`src/rtl/spi_cmd_pkg.sv`:
```
// spi_cmd_pkg: shared types and constants for the SPI command front end.
//   spi_cmd_state_t : frame decoder states
//   CMD_RW_N_BIT    : command byte bit carrying rw_n (1 = read)
//   CMD_A16_BIT     : command byte bit carrying address bit 16
//   ADDR_WIDTH      : bus address width
//   DATA_WIDTH      : bus data / SPI byte width
package spi_cmd_pkg;

  localparam int ADDR_WIDTH   = 17;
  localparam int DATA_WIDTH   = 8;
  localparam int CMD_RW_N_BIT = 7;
  localparam int CMD_A16_BIT  = 0;

  typedef enum logic [2:0] {
    IDLE,
    CMD,
    ADDR_HI,
    ADDR_LO,
    DATA,
    DONE
  } spi_cmd_state_t;

endpackage

```
`src/rtl/spi_byte_io.sv`:
```
// spi_byte_io: SPI mode-0 byte engine in the clk_i domain.
//   clk_i, reset_i       : system clock, async active-high reset
//   spi_sck_i/cs_ni/pico_i : raw asynchronous SPI pins
//   tx_load, tx_data     : parallel load of the transmit shift register
//   tx_bit               : current transmit bit (MSB of tx register)
//   rx_byte              : assembled receive byte, valid with byte_valid
//   byte_valid           : one-cycle pulse on the 8th rising SCK of a byte
//   cs_fall, cs_rise     : one-cycle chip-select edge pulses
module spi_byte_io
  import spi_cmd_pkg::*;
(
  input  logic                  clk_i,
  input  logic                  reset_i,
  input  logic                  spi_sck_i,
  input  logic                  spi_cs_ni,
  input  logic                  spi_pico_i,
  input  logic                  tx_load,
  input  logic [DATA_WIDTH-1:0] tx_data,
  output logic                  tx_bit,
  output logic [DATA_WIDTH-1:0] rx_byte,
  output logic                  byte_valid,
  output logic                  cs_fall,
  output logic                  cs_rise
);

  logic [1:0] sck_sync;
  logic [1:0] cs_sync;
  logic [1:0] pico_sync;
  logic       sck_prev;
  logic       cs_prev;
  logic       sck_rise;
  logic       sck_fall;
  logic       selected;
  logic [2:0] bit_cnt;
  logic [DATA_WIDTH-1:0] rx_shift;
  logic [DATA_WIDTH-1:0] tx_shift;

  // cs_n flops reset to 0 ("selected"): if reset drops while the Pi is
  // mid-frame no falling edge is seen, so the rest of that frame is ignored
  // until cs_n goes high and falls again.
  always_ff @(posedge clk_i or posedge reset_i) begin
    if (reset_i) begin
      sck_sync  <= 2'b00;
      cs_sync   <= 2'b00;
      pico_sync <= 2'b00;
      sck_prev  <= 1'b0;
      cs_prev   <= 1'b0;
    end else begin
      sck_sync  <= {sck_sync[0], spi_sck_i};
      cs_sync   <= {cs_sync[0], spi_cs_ni};
      pico_sync <= {pico_sync[0], spi_pico_i};
      sck_prev  <= sck_sync[1];
      cs_prev   <= cs_sync[1];
    end
  end

  assign sck_rise   = sck_sync[1] & ~sck_prev;
  assign sck_fall   = ~sck_sync[1] & sck_prev;
  assign cs_fall    = ~cs_sync[1] & cs_prev;
  assign cs_rise    = cs_sync[1] & ~cs_prev;
  assign selected   = ~cs_sync[1];
  assign byte_valid = sck_rise & selected & (bit_cnt == 3'd7);
  assign rx_byte    = {rx_shift[DATA_WIDTH-2:0], pico_sync[1]};
  assign tx_bit     = tx_shift[DATA_WIDTH-1];

  always_ff @(posedge clk_i or posedge reset_i) begin
    if (reset_i) begin
      bit_cnt  <= 3'd0;
      rx_shift <= '0;
    end else if (!selected) begin
      bit_cnt  <= 3'd0;
    end else if (sck_rise) begin
      bit_cnt  <= bit_cnt + 3'd1;
      rx_shift <= {rx_shift[DATA_WIDTH-2:0], pico_sync[1]};
    end
  end

  // The falling edge that follows the last bit of a byte (bit_cnt == 0) does
  // not shift, so a byte loaded between bytes keeps its MSB on the line until
  // the next byte's first rising edge has sampled it.
  always_ff @(posedge clk_i or posedge reset_i) begin
    if (reset_i) begin
      tx_shift <= '0;
    end else if (cs_fall) begin
      tx_shift <= '0;
    end else if (tx_load) begin
      tx_shift <= tx_data;
    end else if (sck_fall && selected && (bit_cnt != 3'd0)) begin
      tx_shift <= {tx_shift[DATA_WIDTH-2:0], 1'b0};
    end
  end

endmodule

```
`src/rtl/spi_cmd.sv`:
```
// spi_cmd: SPI target front end decoding 4-byte command frames into
// one-cycle bus transactions.
//   Frame: cmd (bit7 rw_n, bit0 A16), A15..8, A7..0, data/dummy.
//   clk_i, reset_i   : system clock (>= 8x SCK), async active-high reset
//   spi_sck_i, spi_cs_ni, spi_pico_i : SPI pins from the Pi
//   spi_poci_o       : serial read data to the Pi
//   spi_rw_no        : 1 = read, 0 = write
//   spi_addr_o       : 17-bit transaction address
//   spi_data_o       : write data
//   spi_enable_o     : one-cycle transaction strobe
//   spi_rd_data_i    : read data, sampled RD_LAT cycles after the strobe
// Parameter RD_LAT (1..3): strobe-to-read-data latency in clk_i cycles.
// Build option SPI_CMD_AUTOINC_EN: extra bytes in a frame repeat the access
// at the next address instead of being ignored.
module spi_cmd
  import spi_cmd_pkg::*;
#(
  parameter int RD_LAT = 1
) (
  input  logic                  clk_i,
  input  logic                  reset_i,
  input  logic                  spi_sck_i,
  input  logic                  spi_cs_ni,
  input  logic                  spi_pico_i,
  output logic                  spi_poci_o,
  output logic                  spi_rw_no,
  output logic [ADDR_WIDTH-1:0] spi_addr_o,
  output logic [DATA_WIDTH-1:0] spi_data_o,
  output logic                  spi_enable_o,
  input  logic [DATA_WIDTH-1:0] spi_rd_data_i
);

  spi_cmd_state_t        state;
  logic                  rw_q;
  logic [ADDR_WIDTH-1:0] addr_q;
  logic [ADDR_WIDTH-1:0] lo_addr;
  logic                  rd_pending;
  logic [1:0]            rd_cnt;
  logic                  tx_load;
  logic                  tx_bit;
  logic [DATA_WIDTH-1:0] rx_byte;
  logic                  byte_valid;
  logic                  cs_fall;
  logic                  cs_rise;

  spi_byte_io u_byte_io (
    .clk_i      (clk_i),
    .reset_i    (reset_i),
    .spi_sck_i  (spi_sck_i),
    .spi_cs_ni  (spi_cs_ni),
    .spi_pico_i (spi_pico_i),
    .tx_load    (tx_load),
    .tx_data    (spi_rd_data_i),
    .tx_bit     (tx_bit),
    .rx_byte    (rx_byte),
    .byte_valid (byte_valid),
    .cs_fall    (cs_fall),
    .cs_rise    (cs_rise)
  );

  // Full address as it stands when the low address byte arrives.
  assign lo_addr = {addr_q[ADDR_WIDTH-1:8], rx_byte};

  // Read data is taken in the cycle the latency counter reaches zero; this
  // runs independently of the FSM so an aborted frame still completes it.
  assign tx_load = rd_pending && (rd_cnt == 2'd0);

  // poci only carries data during the data phase; elsewhere it idles low.
  assign spi_poci_o = tx_bit && (state == DATA);

  // addr_q always holds the address of the next access in the frame.
  always_ff @(posedge clk_i or posedge reset_i) begin
    if (reset_i) begin
      state        <= IDLE;
      rw_q         <= 1'b1;
      addr_q       <= '0;
      spi_rw_no    <= 1'b1;
      spi_addr_o   <= '0;
      spi_data_o   <= '0;
      spi_enable_o <= 1'b0;
      rd_pending   <= 1'b0;
      rd_cnt       <= 2'd0;
    end else begin
      spi_enable_o <= 1'b0;
      if (rd_pending) begin
        if (rd_cnt == 2'd0) rd_pending <= 1'b0;
        else                rd_cnt     <= rd_cnt - 2'd1;
      end

      if (cs_rise) begin
        state <= IDLE;
      end else begin
        case (state)
          IDLE: begin
            if (cs_fall) state <= CMD;
          end
          CMD: begin
            if (byte_valid) begin
              rw_q        <= rx_byte[CMD_RW_N_BIT];
              addr_q[16]  <= rx_byte[CMD_A16_BIT];
              state       <= ADDR_HI;
            end
          end
          ADDR_HI: begin
            if (byte_valid) begin
              addr_q[15:8] <= rx_byte;
              state        <= ADDR_LO;
            end
          end
          ADDR_LO: begin
            if (byte_valid) begin
              state <= DATA;
              if (rw_q) begin
                spi_enable_o <= 1'b1;
                spi_rw_no    <= 1'b1;
                spi_addr_o   <= lo_addr;
                addr_q       <= lo_addr + 17'd1;
                rd_pending   <= 1'b1;
                rd_cnt       <= 2'(RD_LAT);
              end else begin
                addr_q[7:0]  <= rx_byte;
              end
            end
          end
          DATA: begin
            if (byte_valid) begin
              if (rw_q) begin
`ifdef SPI_CMD_AUTOINC_EN
                spi_enable_o <= 1'b1;
                spi_rw_no    <= 1'b1;
                spi_addr_o   <= addr_q;
                addr_q       <= addr_q + 17'd1;
                rd_pending   <= 1'b1;
                rd_cnt       <= 2'(RD_LAT);
`else
                state        <= DONE;
`endif
              end else begin
                spi_enable_o <= 1'b1;
                spi_rw_no    <= 1'b0;
                spi_addr_o   <= addr_q;
                spi_data_o   <= rx_byte;
`ifdef SPI_CMD_AUTOINC_EN
                addr_q       <= addr_q + 17'd1;
`else
                state        <= DONE;
`endif
              end
            end
          end
          DONE: begin
            state <= DONE;
          end
          default: begin
            state <= IDLE;
          end
        endcase
      end
    end
  end

endmodule

```
`config.mk`:
```
export PLATFORM = sky130hd
export DESIGN_NAME = spi_cmd
export DESIGN_NICKNAME = d
export VERILOG_FILES = /design/src/rtl/spi_cmd_pkg.sv /design/src/rtl/spi_byte_io.sv /design/src/rtl/spi_cmd.sv
export SDC_FILE = /design/constraint.sdc
export NUM_CORES = 1
export LEC_CHECK = 0
export CAP_MARGIN = 10
export CELL_PAD_IN_SITES_DETAIL_PLACEMENT = 1
export CELL_PAD_IN_SITES_GLOBAL_PLACEMENT = 1
export CORE_MARGIN = 1
export CORE_UTILIZATION = 48
export DETAILED_ROUTE_END_ITERATION = 10
export HOLD_SLACK_MARGIN = 0.02
export MAX_ROUTING_LAYER = met4
export PLACE_DENSITY = 0.84
export SLEW_MARGIN = 40
export SYNTH_ARGS = -nofsm -noshare
export SYNTH_HDL_FRONTEND = slang
export SYNTH_SLANG_ARGS = --single-unit
```
`constraint.sdc`:
```
create_clock -name clk_i -period 5.5 [get_ports clk_i]
set_clock_uncertainty 0.15 [all_clocks]
set_input_delay 1.1 -clock clk_i [delete_from_list [all_inputs] [get_ports clk_i]]
set_output_delay 1.1 -clock clk_i [all_outputs]
set_load 0.01 [all_outputs]
```
==> qor.txt <==
PLACED DESIGN
----------------------------------------------------------------------------------------------------
Dpl cell area .........................................................................   4120 sq um
Final weighted congestion of routability-driven global placement ......................        0.813
Buffers added on ports ................................................................           40
Detailed-placement wirelength estimate ................................................      5.74 mm
Number of cells after detailed placement ..............................................          451
Pre-CTS setup slack ...................................................................      2260 ps

CRITICAL PATH
----------------------------------------------------------------------------------------------------
Required time at the worst-slack endpoint .............................................      4250 ps
Largest fanout on the critical path ...................................................           11
Kind of start point of the critical path ..............................................         flop
Arrival time of data at the critical path endpoint ....................................      2330 ps
R2R Setup Slk .........................................................................      2690 ps
Crit Path Class .......................................................................      reg2out
Type of element capturing the critical path ...........................................   output pin

LOGIC SYNTHESIS
----------------------------------------------------------------------------------------------------
Number of synthesized flops with an enable pin ........................................            0
Leading register cell type out of synthesis ........................................... sky130_fd_sc_hd__dfrtp_1
Syn_nets ..............................................................................          353
Largest area contributor in the netlist ............................................... sky130_fd_sc_hd__dfrtp_1
Portion of synthesized cell area occupied by the leading cell type ....................        0.508
Synthesized instance count ............................................................          334
Post-Synthesis Cell Area ..............................................................   3700 sq um
Seq/Total Area, Yosys .................................................................        0.522
Number of distinct standard cells referenced by the synthesized netlist ...............           60
Count of synthesis-stage warnings from yosys ..........................................            0
Async S/R FF share, synth .............................................................         1.00
Dominant cells by area after synthesis ................................................ sky130_fd_sc_hd__dfrtp_1, sky130_fd_sc_hd__mux2_2, sky130_fd_sc_hd__mux2i_1
Mean instance size in the synthesized netlist .........................................   11.1 sq um
Seq cells post-synth ..................................................................           77

OUTCOME
----------------------------------------------------------------------------------------------------
Run status ............................................................................ finished, final reports clean

DRT
----------------------------------------------------------------------------------------------------
Total Routed Length ...................................................................      8.83 mm
Per-cell routed wire length ........................................................... 18.9 microns
Routed vias/inst ......................................................................         5.84
Number of DRC markers in iteration 0 ..................................................          151
Count of TritonRoute iterations in the first routing pass .............................            4
Post-detailed-route DRC marker count ..................................................            0
Via count of the routed design ........................................................         2725
Final ANT Viol Nets ...................................................................            0

CLOCKING
----------------------------------------------------------------------------------------------------
Number of resized instances in the post-cts repair step ...............................            0
Total clock sinks .....................................................................           77
Buffers from clock root to sink, at most ..............................................            2
Total of hold buffers inserted after clock tree synthesis .............................            0
Insertion delay of the later-clocked pin in the worst-skew pair .......................       360 ps
Post-CTS setup buffers ................................................................            0
Number of clock buffers inserted by TritonCTS .........................................            9
Library cell used as clock root buffer ................................................ sky130_fd_sc_hd__clkbuf_8
CTS tree ..............................................................................        built
Number of levels in the clock H-tree ..................................................            3
Clock-pin slew reported for the worst setup and hold paths after clock tree synthesis .        90 ps

LAYOUT
----------------------------------------------------------------------------------------------------
Area of the multi-input gates .........................................................   1620 sq um
Filler Cell Count .....................................................................          766
Area growth, synth to finish ..........................................................        18.7%
Diodes inserted .......................................................................            0
Post-route cell area ..................................................................   4390 sq um
Register cell area after layout .......................................................   1930 sq um
Final net count .......................................................................          382
Share of layout cells above drive strength 1 ..........................................        0.160
Post-route non-filler standard cell count .............................................          467

TIMING
----------------------------------------------------------------------------------------------------
Setup TNS .............................................................................         0 ps
Slew HR ...............................................................................        0.530
Min Clock Period, post-route ..........................................................      3580 ps
Fin. Hold Viols .......................................................................            0
Slew Viols, Final .....................................................................            0
Min setup slack post-route ............................................................      1920 ps
# setup viols final ...................................................................            0
Highest clock frequency the design can meet ...........................................    0.279 GHz
Setup repair after global routing missed its margin ...................................           no
Actual transition at the worst max-transition pin .....................................       702 ps
Final cycle utilization of the critical path ..........................................        0.651

DIE
----------------------------------------------------------------------------------------------------
Overall die area ......................................................................   8060 sq um
Chip width ............................................................................ 89.8 microns
Area inside the core boundary .........................................................   7330 sq um
Vertical die dimension ................................................................ 89.8 microns
Count of pins on the block boundary ...................................................           41
Std-Cell Rows .........................................................................           31
Initial cell density of the core ......................................................        0.504

POWER
----------------------------------------------------------------------------------------------------
Static power due to leakage ...........................................................      1.90 nW
Power Dens Cells ......................................................................  296 nW/um^2
Maximum VDD drop ......................................................................     0.145 mV

GRT
----------------------------------------------------------------------------------------------------
Total routing usage reported by global routing ........................................        0.244
Vias in the first global route ........................................................         2961
Pin count of the biggest net entering global routing ..................................           43
Number of antenna violations at the first check in global routing .....................            0
Wire length of the first global-routing pass ..........................................      14.9 mm
Total gr overflow .....................................................................            0

WORST HOLD PATH
----------------------------------------------------------------------------------------------------
Tightest Hold Check Type ..............................................................      reg2reg

RUN
----------------------------------------------------------------------------------------------------
Maximum capacitance violations ........................................................            0

[critical path: stages (launching register included)]
cell and delay (ps):
sky130_fd_sc_hd__dfrtp_1 500, sky130_fd_sc_hd__nand2b_1 240, sky130_fd_sc_hd__nor2_2 480, sky130_fd_sc_hd__and2_1 210
sky130_fd_sc_hd__clkdlybuf4s50_1 540
[final timing paths]
path	from	to	depth (start not counted)
min	u_byte_io.sck_sync[0]$_DFF_PP0_	u_byte_io.sck_sync[1]$_DFF_PP0_	0
max	state[1]$_DFFE_PP0P_	spi_poci_o	4
max in group asynchronous	reset_i	rw_q$_DFFE_PP1P_	3
min in group asynchronous	reset_i	rd_cnt[0]$_DFF_PP0_	2
min reg2reg	u_byte_io.sck_sync[0]$_DFF_PP0_	u_byte_io.sck_sync[1]$_DFF_PP0_	0
max reg2reg	u_byte_io.cs_sync[1]$_DFF_PP0_	addr_q[15]$_DFFE_PP0P_	5
[cells by family (layout without fill, tap and decap cells)]
logic type,Yosys count,count (layout),share of synthesized area
flops,77,77,0.522
fa+ha+maj,6,6,0.0203
mux,41,41,0.122
xor+xnor,9,9,0.0213
compound gates,66,66,0.126
simple gates,99,99,0.142
buf+inv,36,70,0.0467
[cell usage in the layout, fill, tap and decap left out, drive strengths merged, types with 2 or more instances in the layout]
master         Yosys  layout
xnor2              3       3
clkdlybuf4s50      0      40
o41ai              2       2
a22o               8       8
dfrtp             75      75
nand2b             7       7
o21ai             10      10
buf                8       3
nand2             15      15
mux2i             17      17
or3b               2       2
clkbuf            17      13
nor2b              2       2
nand3              3       3
mux2              24      24
a21oi             20      20
nand4              8       8
ha                 6       6
bufinv             0       2
nor2              33      33
nor3              10      10
inv               11      11
xor2               6       6
a31oi              2       2
or2                2       2
a211oi            10      10
nor4               5       5
and3               2       2
dfstp              2       2
[state kept, by name, summed over array words and instances (netlist names), 3 cells and up]
name,count
u_byte_io.rx_shift,7
u_byte_io.tx_shift,8
u_byte_io.bit_cnt,3
spi_addr_o,17
addr_q,17
spi_data_o,8
state,3
[metrics by stage]
stage	hold WS [ps]	power [mW]	utilization
after floorplan	181	0.742	-
after global placement	182	0.780	0.559
after detailed placement	186	0.790	0.562
after CTS	205	1.30	0.596
after global routing	211	1.34	0.598
final	203	1.30	0.598
[per-layer routing]
layer,vias to the layer above,track usage,share of wire
met5,-,-,0
met4,0,0.123,0.025
met3,19,0.0338,0.028
met2,52,0.392,0.49
met1,1399,0.303,0.46
li1,1255,-,-
[cell type report]
cell class,count,share of cell area
flip-flops and latches,77,0.440
multi-input cells,221,0.370
repair buffers,43,0.0964
clock buffers,13,0.0408
well taps,99,0.0282
clock inverters,3,0.0148
inverters,11,0.00999
[synthesized netlist by cell type (3+ instances only)]
library cell               count
sky130_fd_sc_hd__dfrtp_1      75
sky130_fd_sc_hd__nor2_1       33
sky130_fd_sc_hd__mux2_2       21
sky130_fd_sc_hd__a21oi_1      20
sky130_fd_sc_hd__mux2i_1      17
sky130_fd_sc_hd__clkbuf_1     16
sky130_fd_sc_hd__nand2_1      15
sky130_fd_sc_hd__inv_1        11
sky130_fd_sc_hd__o21ai_0      10
sky130_fd_sc_hd__a211oi_1      8
sky130_fd_sc_hd__a22o_1        8
sky130_fd_sc_hd__nand4_1       8
sky130_fd_sc_hd__nor3_1        8
sky130_fd_sc_hd__nand2b_1      7
sky130_fd_sc_hd__ha_1          6
sky130_fd_sc_hd__xor2_1        6
sky130_fd_sc_hd__nor4_1        5
sky130_fd_sc_hd__buf_6         4
sky130_fd_sc_hd__mux2_4        3
sky130_fd_sc_hd__nand3_1       3
sky130_fd_sc_hd__xnor2_1       3
[where the power goes]
part           internal [mW]  switching, mW
logic                 0.0599         0.0567
clock network          0.305          0.207
registers              0.590         0.0794
No activity file was read; power rests on OpenSTA's default activity.
